===== src/rtl/sr_pulse_driver_if.sv =====
// Bundle of the request, feedback and status signals between the
// command source and sr_pulse_driver.
interface sr_pulse_driver_if #(
    parameter int CNT_W = 8
);
    logic             set_in;
    logic             clr_in;
    logic             q_fb;
    logic             s_out;
    logic             r_out;
    logic             busy;
    logic             conflict;
    logic             err_mismatch;
    logic [CNT_W-1:0] set_cnt;
    logic [CNT_W-1:0] clr_cnt;

    // Request/feedback source side
    modport master (
        output set_in, clr_in, q_fb,
        input  s_out, r_out, busy, conflict, err_mismatch, set_cnt, clr_cnt
    );

    // Pulse driver side
    modport slave (
        input  set_in, clr_in, q_fb,
        output s_out, r_out, busy, conflict, err_mismatch, set_cnt, clr_cnt
    );
endinterface


===== src/rtl/sr_pulse_driver.sv =====
// Command stage for the SR flip-flop: synchronises and debounces the raw
// set/clear request lines, latches rising edges as pending requests,
// arbitrates them and issues spaced single-cycle s/r pulses. Checks q
// feedback after each pulse and counts issued pulses.
module sr_pulse_driver #(
    parameter int DB_CYCLES  = 4,
    parameter int GAP_CYCLES = 2,
    parameter int PRIO_SET   = 1,
    parameter int CNT_W      = 8
) (
    input logic              clk,
    input logic              rst,
    sr_pulse_driver_if.slave bus
);

    localparam int DB_W  = $clog2(DB_CYCLES + 1);
    localparam int GAP_W = $clog2(GAP_CYCLES + 1);

    typedef enum logic [1:0] {IDLE, ISSUE, GAP} state_t;

    // Bit 0 is the set channel, bit 1 the clear channel throughout.
    logic [1:0]      raw;
    logic [1:0]      sync_p0;
    logic [1:0]      sync_p1;
    logic [1:0]      filt;
    logic [1:0]      filt_d;
    logic [DB_W-1:0] db_cnt [2];
    logic [1:0]      rise;
    logic [1:0]      pend;
    logic [1:0]      pend_clr;

    state_t          state;
    state_t          state_n;
    logic [GAP_W-1:0] gap_cnt;
    logic [GAP_W-1:0] gap_n;
    logic            s_q;
    logic            s_n;
    logic            r_q;
    logic            r_n;
    logic            conflict_q;
    logic            conflict_n;
    logic            chk;
    logic            exp_q;
    logic            err_q;
    logic [CNT_W-1:0] set_cnt_q;
    logic [CNT_W-1:0] clr_cnt_q;

    assign raw  = {bus.clr_in, bus.set_in};
    assign rise = filt & ~filt_d;

    // Two-flop synchroniser followed by a per-channel stability filter
    always_ff @(posedge clk or negedge rst) begin
        if (!rst) begin
            sync_p0 <= '0;
            sync_p1 <= '0;
            filt    <= '0;
            filt_d  <= '0;
            for (int i = 0; i < 2; i++) begin
                db_cnt[i] <= '0;
            end
        end else begin
            sync_p0 <= raw;
            sync_p1 <= sync_p0;
            filt_d  <= filt;
            for (int i = 0; i < 2; i++) begin
                if (sync_p1[i] == filt[i]) begin
                    db_cnt[i] <= '0;
                end else if (db_cnt[i] == DB_W'(DB_CYCLES - 1)) begin
                    // Last differing cycle completes the stable run
                    filt[i]   <= sync_p1[i];
                    db_cnt[i] <= '0;
                end else begin
                    db_cnt[i] <= db_cnt[i] + 1'b1;
                end
            end
        end
    end

    // Pending requests: set on filtered rising edge, cleared when served
    always_ff @(posedge clk or negedge rst) begin
        if (!rst) begin
            pend <= '0;
        end else begin
            pend <= (pend & ~pend_clr) | rise;
        end
    end

    // FSM state register
    always_ff @(posedge clk or negedge rst) begin
        if (!rst) begin
            state <= IDLE;
        end else begin
            state <= state_n;
        end
    end

    // FSM next-state, arbitration and pulse decisions
    always_comb begin
        state_n    = state;
        gap_n      = gap_cnt;
        s_n        = 1'b0;
        r_n        = 1'b0;
        conflict_n = 1'b0;
        pend_clr   = 2'b00;
        chk        = 1'b0;
        unique case (state)
            IDLE: begin
                if (pend != 2'b00) begin
                    state_n  = ISSUE;
                    // Clearing every set bit also discards a losing request
                    pend_clr = pend;
                    if (pend == 2'b11) begin
                        conflict_n = 1'b1;
                        if (PRIO_SET != 0) begin
                            s_n = 1'b1;
                        end else begin
                            r_n = 1'b1;
                        end
                    end else begin
                        s_n = pend[0];
                        r_n = pend[1];
                    end
                end
            end
            ISSUE: begin
                state_n = GAP;
                gap_n   = '0;
            end
            GAP: begin
                if (gap_cnt == GAP_W'(GAP_CYCLES - 1)) begin
                    state_n = IDLE;
                    chk     = 1'b1;
                end else begin
                    gap_n = gap_cnt + 1'b1;
                end
            end
            default: begin
                state_n = IDLE;
            end
        endcase
    end

    // Registered pulses, pulse counters, expected q and feedback check
    always_ff @(posedge clk or negedge rst) begin
        if (!rst) begin
            s_q        <= 1'b0;
            r_q        <= 1'b0;
            conflict_q <= 1'b0;
            gap_cnt    <= '0;
            exp_q      <= 1'b0;
            err_q      <= 1'b0;
            set_cnt_q  <= '0;
            clr_cnt_q  <= '0;
        end else begin
            s_q        <= s_n;
            r_q        <= r_n;
            conflict_q <= conflict_n;
            gap_cnt    <= gap_n;
            if (state == ISSUE) begin
                if (s_q) begin
                    set_cnt_q <= set_cnt_q + 1'b1;
                    exp_q     <= 1'b1;
                end
                if (r_q) begin
                    clr_cnt_q <= clr_cnt_q + 1'b1;
                    exp_q     <= 1'b0;
                end
            end
            if (chk && (bus.q_fb != exp_q)) begin
                err_q <= 1'b1;
            end
        end
    end

    assign bus.s_out        = s_q;
    assign bus.r_out        = r_q;
    assign bus.busy         = (state != IDLE);
    assign bus.conflict     = conflict_q;
    assign bus.err_mismatch = err_q;
    assign bus.set_cnt      = set_cnt_q;
    assign bus.clr_cnt      = clr_cnt_q;

endmodule


===== src/flat_wrapper.sv =====
// flat-port wrapper written by rule: the top's interface ports become plain ports
module sr_pulse_driver_flat 
#(
    parameter int DB_CYCLES  = 4,
    parameter int GAP_CYCLES = 2,
    parameter int PRIO_SET   = 1,
    parameter int CNT_W      = 8
)
  (clk, rst, bus_set_in, bus_clr_in, bus_q_fb, bus_s_out, bus_r_out, bus_busy, bus_conflict, bus_err_mismatch, bus_set_cnt, bus_clr_cnt);
  sr_pulse_driver_if #(.CNT_W(CNT_W)) bus_i ();
  input logic clk;
  input logic rst;
  input wire logic [$bits(bus_i.set_in)-1:0] bus_set_in;
  input wire logic [$bits(bus_i.clr_in)-1:0] bus_clr_in;
  input wire logic [$bits(bus_i.q_fb)-1:0] bus_q_fb;
  output wire logic [$bits(bus_i.s_out)-1:0] bus_s_out;
  output wire logic [$bits(bus_i.r_out)-1:0] bus_r_out;
  output wire logic [$bits(bus_i.busy)-1:0] bus_busy;
  output wire logic [$bits(bus_i.conflict)-1:0] bus_conflict;
  output wire logic [$bits(bus_i.err_mismatch)-1:0] bus_err_mismatch;
  output wire logic [$bits(bus_i.set_cnt)-1:0] bus_set_cnt;
  output wire logic [$bits(bus_i.clr_cnt)-1:0] bus_clr_cnt;
  assign bus_i.set_in = bus_set_in;
  assign bus_i.clr_in = bus_clr_in;
  assign bus_i.q_fb = bus_q_fb;
  assign bus_s_out = bus_i.s_out;
  assign bus_r_out = bus_i.r_out;
  assign bus_busy = bus_i.busy;
  assign bus_conflict = bus_i.conflict;
  assign bus_err_mismatch = bus_i.err_mismatch;
  assign bus_set_cnt = bus_i.set_cnt;
  assign bus_clr_cnt = bus_i.clr_cnt;
  sr_pulse_driver #(.DB_CYCLES(DB_CYCLES), .GAP_CYCLES(GAP_CYCLES), .PRIO_SET(PRIO_SET), .CNT_W(CNT_W)) u_core (.clk(clk), .rst(rst), .bus(bus_i));
endmodule

===== config.mk =====
export PLATFORM = sky130hd
export DESIGN_NAME = sr_pulse_driver_flat
export DESIGN_NICKNAME = d
export VERILOG_FILES = /design/src/rtl/sr_pulse_driver_if.sv /design/src/rtl/sr_pulse_driver.sv /design/src/flat_wrapper.sv
export SDC_FILE = /design/constraint.sdc
export NUM_CORES = 1
export LEC_CHECK = 0
export BUFFER_PORTS_ARGS = -buffer_cell sky130_fd_sc_hd__buf_4
export CORE_MARGIN = 2
export CORE_UTILIZATION = 45
export CTS_CLUSTER_DIAMETER = 40
export DETAILED_ROUTE_END_ITERATION = 10
export PLACE_DENSITY = 0.71
export SYNTH_ARGS = -nofsm -noshare
export SYNTH_HDL_FRONTEND = slang
export SYNTH_SLANG_ARGS = --single-unit

===== constraint.sdc =====
create_clock -name clk -period 2.4 [get_ports clk]
set_input_delay 0.6 -clock clk [delete_from_list [all_inputs] [get_ports clk]]
set_output_delay 0.6 -clock clk [all_outputs]
set_load 0.02 [all_outputs]

# Yosys cells after proc, flatten, opt, wreduce, memory -nomap -nowiden
# Cells that the tools add are included.
word_totals:
  latch_bits: 0
  ramBits: 0
  romBits: 0
  ff_bits: 41
  out_inout_bits: 21
  word_cells: 78
  mem_count: 0
  input_bits: 5
op_classes:
  n_mul: 0
  eq_ne: 12
  addsub: 5
  muxes: 24
  n_reduce_logical: 13
  shift: 0
  div: 0
  magnitude_cmp: 0
  bitwise_logic: 7
op_table:
  columns: ["cell", "count"]
  rows:
  - ["$add A8 B1 Y8 const B", 2]
  - ["$reduce_and A2 Y1", 7]
  - ["$mux W1", 13]
  - ["$mux W3", 4]
  - ["$mux W2", 5]
  - ["$reduce_bool A2 Y1", 4]
  - ["$add A3 B1 Y3 const B", 2]
  - ["$eq A3 B2 Y1 const B", 2]
  - ["$pmux W2 S3", 1]
  - ["$and A2 B2 Y2", 2]
  - ["$eq A2 B1 Y1 const B", 2]
  - ["$eq A2 B2 Y1 const B", 2]
  - ["$ne A2 B1 Y1 const B", 2]
  - ["$not A2 Y2", 2]
  - ["$pmux W2 S2", 1]
  - ["$add A2 B1 Y2 const B", 1]
  - ["$eq A1 B1 Y1", 2]
  - ["$logic_not A2 Y1", 1]
  - ["$ne A2 B2 Y1 const B", 1]
  - ["$not A1 Y1", 2]
  - ["$or A2 B2 Y2", 1]
  - ["$logic_and A1 B1 Y1", 1]
  - ["$ne A1 B1 Y1", 1]

# Longest topological paths before layout
# Gate-level depths: netlist (run 1).
logic_depth:
  word_depth: 6
  depth_mapped: 5
  depth_no_buf: 5

# Worst setup path before layout (run 1)
# Ideal clock, no wire load.
synth_path:
  kind: "register to output"
  startpoint: "register u_core.state[0]"
  endpoint: "output port bus_busy"
  required_ns: 1.800
  arrival_ns: 0.791
  path_buffers: 1
  slack_ns: 1.009
  stages_incl_launch_ff: 4
  cell_sequence: "dfrtp_1 > buf_2 > nor2_1 > inv_2"
synth_between:
  elab_chain_cells: 1
synth_lines:
  columns: ["element", "line", "source"]
  rows:
  - ["start: declaration", "sr_pulse_driver.sv:32", "state_t state;"]
  - ["start signal: assignment", "sr_pulse_driver.sv:93", "state <= state_n;"]
  - ["$reduce_bool A2 Y1", "sr_pulse_driver.sv:177", "assign bus.busy = (state != IDLE);"]
  - ["end: declaration", "flat_wrapper.sv:18", "output wire logic [$bits(bus_i.busy)-1:0] bus_busy;"]
# Every way passes these cells.

# Worst setup path in the final report (run 1)
# Same ends and word-level chain as after synthesis.

==> results.txt, run 1 <==
The initial antenna violation count is 0. The number of antenna diodes in the final layout is 0. The iteration count of the initial detailed-routing pass was 4. Entering global routing, the biggest net connects 42 pins. The startpoint type of the worst setup path was a flip-flop.

Cells with a size suffix above 1 make up 25.3% of the layout. The CTS root buffer is clkbuf_4. For the via count of the first global-routing pass, the log shows 1005.

For the max-slew violation total from the final report, the log shows 0. The share of the yosys chip area belonging to registers was 62.3%; the via count normalized by instance count was 5.03. The maximum root-to-sink buffer count was 2. The slew of the pin with the lowest slew margin works out to 491 ps. The largest area contributor in the netlist is dfrtp_1.

The post-CTS clock slew at the launch and capture registers of the worst setup and hold paths works out to 110 ps. The synthesized netlist occupies a cell area of 0.00165 mm². Once routing completed, OpenROAD measured the worst setup slack at 443 ps.

Derived from the worst setup path, the maximum achievable clock frequency is 511 MHz. TritonCTS built the clock tree. The run gives 0 as the total of hold buffers inserted after clock tree synthesis.

After detailed routing, the total wire length is 2.63 mm. The worst setup path is of the reg -> out kind. The maximum ir drop on the vdd rail was 0.000663 V. The static leakage power came out at 0.959 nW. The worst path arrival time was 1360 ps. On the final layout, the worst clock skew is 8.62 ps. Summing over every cut layer, the via total after detailed routing is 1026. Setup repair after global routing left no endpoint under its margin. The logs give 28 for the count of routing violations after the opening detailed-route iteration and 26 for the boundary pin count. Headroom to the max-slew limit came out at 67.3%.

The run gives 0 as the count of nets left with antenna violations after detail routing. The flow ran to the end, and the final reports show no timing, DRC or antenna violations. For the total DRC errors in the routed layout, the log shows 0. At the end of routability-driven placement, the weighted congestion stood at 0.730. The worst path uses 81.5% of the clock period.

The share of synthesized area in the top cell type comes to 62.3%. The clock net in this run drives a total of 41 sinks. Synthesis inferred 41 register bits. The number of buffers inserted during clock tree synthesis is 5. The initialized floorplan defines 21 standard-cell rows. For the estimated wirelength of the detail-placed design, the log shows 1.93 mm. Dividing the detail-routed wire length by the instance count gives 12.9 µm. The overall die width was 64.5 µm.

At the worst endpoint, the required time is 1800 ps. At the later pin of the worst-skew pair, clock insertion delay measures 350 ps. The worst slack on hold paths was 212 ps. Final net count: 168.

The overall fraction of global-route tracks in use came out at 14.5%. By area the synthesized netlist is led by dfrtp_1, xnor2_1, ha_1, xor2_1, nand2_1. Final count of hold timing violations: 0. In this run the post-CTS setup repair buffer count came out at 0. The initial utilization of the core area, before any placement, comes to 48.2%. The clock period minus final worst setup slack is 1960 ps, and the synthesized instance count is 128. Type of the tightest min-delay check: in -> async.

The first global-routing pass estimated 4.51 mm of wire. The synthesized netlist contains 30 unique library cells. The core box area is 0.00342 mm², and the die extent in y is 64.5 µm. Max-cap violations in this run came to 0. The number of nets in the synthesized netlist was 138; the power per standard cell area was 1060 mW/mm². The Yosys step of the flow raised 0 warnings. For the maximum level of the CTS H-tree, the log shows 2. Buffers placed on the I/O ports in this run total 25. The tools report the capturing element type of the critical path as an output port. Timing analysis after detailed placement gives a worst setup slack of 825 ps. Biggest fanout along the worst timing path: 12. The die covers 0.00416 mm². Setup violations remaining at the end of the flow were counted as 0. The total overflow left after global routing is 0. The setup total negative slack was 0 ps. From synthesis to final layout, the design area changed by 17.5%. A synthesized cell averages 12.9 µm². Post-CTS repair changed the size of 0 cells.
## placed cells by master, fill, tap and decap left out, types with 2 or more instances in the layout
cell type and count:
nor3b_1 5, clkbuf_4 5, nand3_1 2, nand2b_1 2, dfrtp_1 41, buf_4 25, nand2_1 11, xnor2_1 11
nor2b_1 3, mux2_2 2, nand4_1 5, a22o_1 4, ha_1 5, and3_1 4, nor2_1 6, xor2_1 6
inv_1 3, nor3_1 4
## logic make-up after synthesis
family	synth area share, %
compound gates	3.80
xor+xnor	9.04
fa+ha+maj	3.80
mux	2.28
buf+inv	1.90
simple gates	16.9
flops	62.3
## layer usage
metal | wire length (µm) | up-vias | share of wire, % | GRT usage [%]
li1 | - | 494 | - | -
met1 | 1150 | 505 | 44 | 16.7
met2 | 1310 | 20 | 50 | 24.3
met3 | 106 | 7 | 4.0 | 4.69
met4 | 59 | 0 | 2.2 | 7.18
met5 | 0 | - | 0 | 0
## power breakdown
| part | leakage (nW) | internal, W | switching [W] |
|---|---|---|---|
| logic | 0.398 | 0.000315 | 0.000324 |
| clock network | 0.0303 | 0.000137 | 0.000207 |
| registers | 0.530 | 0.000875 | 0.000189 |
## through the flow
step / instances / utilization (%) / power, W / instance area, µm²
6_report: 204 / 56.6 / 0.00205 / 1930
5_1_grt: 204 / 56.6 / 0.00219 / 1930
4_1_cts: 204 / 56.6 / 0.00207 / 1930
3_5_place_dp: 197 / 54.9 / 0.00173 / 1880
3_3_place_gp: 197 / 54.9 / 0.00168 / 1880
2_1_floorplan: 128 / - / 0.00148 / 1650
## worst max-delay path, stage by stage (launching register included)
cell and delay [ps]:
dfrtp_1 520, nor2_1 250, inv_2 90, buf_4 160
## sequential cells by signal (all words and copies together) (netlist names)
signal and count:
u_core.bus.conflict 1, u_core.filt_d 2, u_core.pend 2, u_core.bus.set_cnt 8
u_core.bus.err_mismatch 1, u_core.bus.s_out 1, u_core.exp_q 1, u_core.bus.r_out 1
u_core.sync_p1 2, u_core.sync_p0 2, u_core.db_cnt 6, u_core.filt 2
u_core.gap_cnt 2, u_core.bus.clr_cnt 8, u_core.state 2
## worst paths after layout
| path | start | slack, ps | cells past startpoint | end |
|---|---|---|---|---|
| worst max-delay path | u_core.state[0] | 440 | 3 | bus_busy |
| worst min-delay path | rst | 210 | 1 | u_core.bus.err_mismatch |
| worst max register to register | u_core.state[0] | 960 | 2 | u_core.bus.clr_cnt[1] |
| worst min register to register | u_core.sync_p0[0] | 370 | 0 | u_core.sync_p1[0] |
| max in group asynchronous | rst | 1850 | 1 | u_core.filt_d[1] |
| min in group clk | bus_set_in | 350 | 1 | u_core.sync_p0[0] |
## synthesized netlist by cell type
cell and instances:
and3_1 4, nand3_1 2, ha_1 5, and3b_2 1, xor2_1 6, and2_1 1
nor2b_1 3, nand2_1 11, a21o_1 1, nor3_1 4, nor4_2 1, mux2_4 1
nor3b_1 5, mux2_2 2, inv_2 1, nor2_1 6, nand4_1 5, buf_2 1
inv_1 3, dfrtp_1 41, nand3b_2 1, xnor2_1 11, a22o_1 4, o21ai_0 1
o31ai_1 1, nand2b_1 2, nor3_2 1, buf_6 1, and3b_1 1, o21bai_1 1
## layout make-up
cell class | count | area, µm²
sequential | 41 | 1030
tap | 46 | 57.6
clock inverter | 1 | 7.51
timing repair buffer | 25 | 188
fill | 292 | 1480
inverter | 4 | 15.0
multi-input combinational | 81 | 589
clock buffer | 6 | 51.3
Power figures use the tool's default switching activity.
==> run 2, diff against run 1 <==
ABC_AREA = 1   (was not set)
clock period = 1.9 ns   (was 2.4 ns; I/O delays follow)
==> results.txt, run 2 <==
The run finished with clean final reports. The overall die width is 65.4 µm (+1.5%). The number of buffers inserted during clock tree synthesis was 5 (unchanged); the biggest fanout along the worst timing path was 7 (-5). The family with the most delay on the worst path is flip-flops. Power per standard cell area: 1310 mW/mm² (+24%).

The iteration count of the initial detailed-routing pass is 4 (unchanged), and the number of nets in the synthesized netlist is 173 (+25%). The class of the most critical setup path was reg -> out. The fraction of layout cells with a size suffix above 1 is 20.0% (-5.3 points).

The library cell used most frequently in the layout, excluding fill and tap cells, is dfrtp_1. The maximum level of the CTS H-tree was 2 (unchanged). The worst-case clock skew was 4.57 ps (-4.05 ps); the maximum root-to-sink buffer count was 2 (unchanged).

The number of distinct library cells after synthesis came out at 20 (-33%). The maximum ir drop on the vdd rail is 0.000756 V (+14%), and the filler-free cell count of the finished design is 243 (+19%). The tools report the final global-route overflow total as 0 (unchanged). The predominant post-synthesis flop cell was dfrtp_1. The die extent in y was 65.4 µm (+1.5%).

Setup repair after global routing left no endpoint under its margin. The via count normalized by instance count works out to 4.62 (-8.2%). Quantity of I/O buffers inserted on ports: 25 (unchanged).

For the count of routing violations after the opening detailed-route iteration, the log shows 69 (+150%). The area share of the leading cell type in the synthesized netlist is 60.4% (-1.9 points). From synthesis to final layout, the design area changed by 19.8%. The static leakage power is 1.06 nW (+11%), and the boundary pin count is 26 (unchanged). The async set-or-reset flop fraction in the synthesized netlist is 100% (unchanged), and the final count of hold timing violations is 0 (unchanged).

For the core box area, the log shows 0.00363 mm² (+6.4%). The tightest min-delay check is of the in -> async type. The count of nets left with antenna violations after detail routing was 0 (unchanged); the final net count was 205 (+22%). The die footprint is 0.00428 mm² (+3.0%).

Post-route total power: 0.00266 W (+30%). The number of synthesized flops with an enable pin was 0 (unchanged). STA classifies the critical path endpoint as an output port. The run gives 22 (+4.8%) as the standard-cell row count. The clock sink count is 41 (unchanged), and the worst-skew pair later-pin latency is 280 ps (-70 ps). The worst flop-to-flop path startpoint was u_core.state[1]. For the post-synthesis cell area, the log shows 0.00170 mm² (+3.2%). By count the netlist is led by dfrtp_1, nand2_1, inv_1, nand3_1, nor2_1. The tools report the effective utilization at floorplan as 46.8% (-1.4 points). The maximum frequency from static timing analysis was 559 MHz; the via count of the first global-routing pass was 1186 (+18%). In the layout the commonest cells are dfrtp_1, nand2_1, inv_1.

The max-slew violation total from the final report came out at 0 (unchanged). The slowest stage cell on the critical path is dfrtp_1. The delay of the slowest cell on the worst path is 490 ps (-30 ps), and the number of cells on the worst reg-to-reg path is 6 (+4).

The number of failing setup endpoints in the final timing report is 0 (unchanged). dfrtp_1 takes more of the synthesized area than any other cell. The post-CTS clock slew at the launch and capture registers of the worst setup and hold paths is 70 ps (-40 ps). The run gives 4.86 mm (+8.0%) as the wire length of the first global-routing pass. TritonCTS built the clock tree. The synthesized instance count is 163 (+27%), and the post-route fraction of the period consumed by the critical path is 94.2%. The slew of the pin with the lowest slew margin came out at 500 ps (+9.28 ps). The total number of vias came out at 1122 (+9.4%).

The clock period could shrink to 1790 ps. The initial antenna violation count is 0 (unchanged), and the synthesized area divided by synthesized cell count is 10.4 µm² (-19%). The worst path arrival time was 1310 ps (-50 ps); the share of the yosys chip area belonging to registers was 60.4% (-1.9 points).

The tools report the CTS root buffer as clkbuf_8. The run gives 42 (unchanged) as the largest net degree at the start of global routing. The run gives 0 (unchanged) as the total DRC errors in the routed layout. By area the synthesized netlist is led by dfrtp_1, nand2_1, inv_1, ha_1, xnor2_1.

The count of yosys warnings during synthesis was 0 (unchanged); the flop and latch count out of synthesis was 41 (unchanged). The sum of routed wire length over all layers came out at 2.75 mm (+4.5%). The run gives 0 (unchanged) as the total of hold buffers inserted after clock tree synthesis.

The run gives 0 ps (unchanged) as the setup total negative slack. The worst setup path is launched from a flip-flop. The routed length per instance came out at 11.3 µm (-12%). The count of buffers added by post-CTS timing repair for setup was 0 (unchanged); the critical path required time was 1420 ps (-380 ps). The run gives 0 (unchanged) as the antenna diode count. The tools report the total instance count after detailed placement as 236 (+20%). For the normalized max-slew margin, the log shows 66.7% (-0.62 points). The logs give 630 ps (-330 ps) for the register-to-register path setup slack and 0 (unchanged) for the max-capacitance violation count. The most frequent cell after synthesis was dfrtp_1. The reg-to-reg critical path endpoint was u_core.bus.set_cnt[7]. The tools report the estimated wirelength of the detail-placed design as 2.05 mm (+6.4%). The buffers plus inverters on the worst setup path was 2 (unchanged). Traced cell by cell, the critical path runs through nor2_2, inv_1, buf_4. The overall fraction of global-route tracks in use was 15.2% (+0.68 points). The tools report the weighted congestion at the end of routability-driven global placement as 0.798 (+9.3%).
-- run 2: changes by cell type in the layout (fill, tap and decap cells not counted), sizes merged, moves of 4 or more --
cell,delta
inv,+23
nor2,+7
a22o,-4
nand3,+10
xnor2,-4
and3,-4
nand2,+23
-- run 2: per-stage QoR --
step	util [%]	area [µm²]	hold slack [ps]	worst slack [ps]
6_report	56.0	2040	154	110
5_1_grt	56.0	2040	179	42.3
4_1_cts	56.0	2030	167	19.4
3_5_place_dp	53.6	1950	339	347
3_3_place_gp	53.6	1950	333	460
2_1_floorplan	-	1700	179	623
-- run 2: where the power goes --
part	internal, W	switching, W
logic	0.000331	0.000471
registers	0.00111	0.000199
clock network	0.000288	0.000265
-- run 2: logic make-up after synthesis --
family | after synthesis | synth area share (%)
simple gates | 68 | 20.5
flops | 41 | 60.4
buf+inv | 27 | 5.96
compound gates | 11 | 3.76
xor+xnor | 11 | 5.67
fa+ha+maj | 5 | 3.68
-- run 2: final cells by class --
class                           instances  area [µm²]
Fill cell                             323        1600
Sequential cell                        41        1030
Multi-Input combinational cell         95         574
Timing Repair Buffer                   25         188
Inverter                               27         101
Clock buffer                            7        86.3
Tap cell                               48        60.1
-- run 2: worst max path at each step --
stage / start / cells past startpoint / slack [ps] / endpoint
6_report: u_core.state[0] / 3 / 110 / bus_busy
4_1_cts: u_core.state[0] / 3 / 20 / bus_busy
2_1_floorplan: u_core.state[0] / 2 / 620 / bus_busy
3_3_place_gp: u_core.state[0] / 3 / 460 / bus_busy
5_1_grt: u_core.state[0] / 3 / 40 / bus_busy
3_5_place_dp: u_core.state[0] / 3 / 350 / bus_busy
-- run 2: what timing repair did --
action                     4_1_cts  5_1_grt
hold endpoints to repair         0        0
resized for setup                0        1
setup endpoints to repair        0        1
-- run 2: metal layers --
metal | vias to the layer above | global-route usage [%] | part of all wire (%) | wire length, µm
li1 | 571 | - | - | -
met1 | 532 | 16.8 | 43 | 1180
met2 | 14 | 26.8 | 52 | 1420
met3 | 5 | 5.65 | 3.6 | 100
met4 | 0 | 5.21 | 1.6 | 45
met5 | - | 0 | 0 | 0
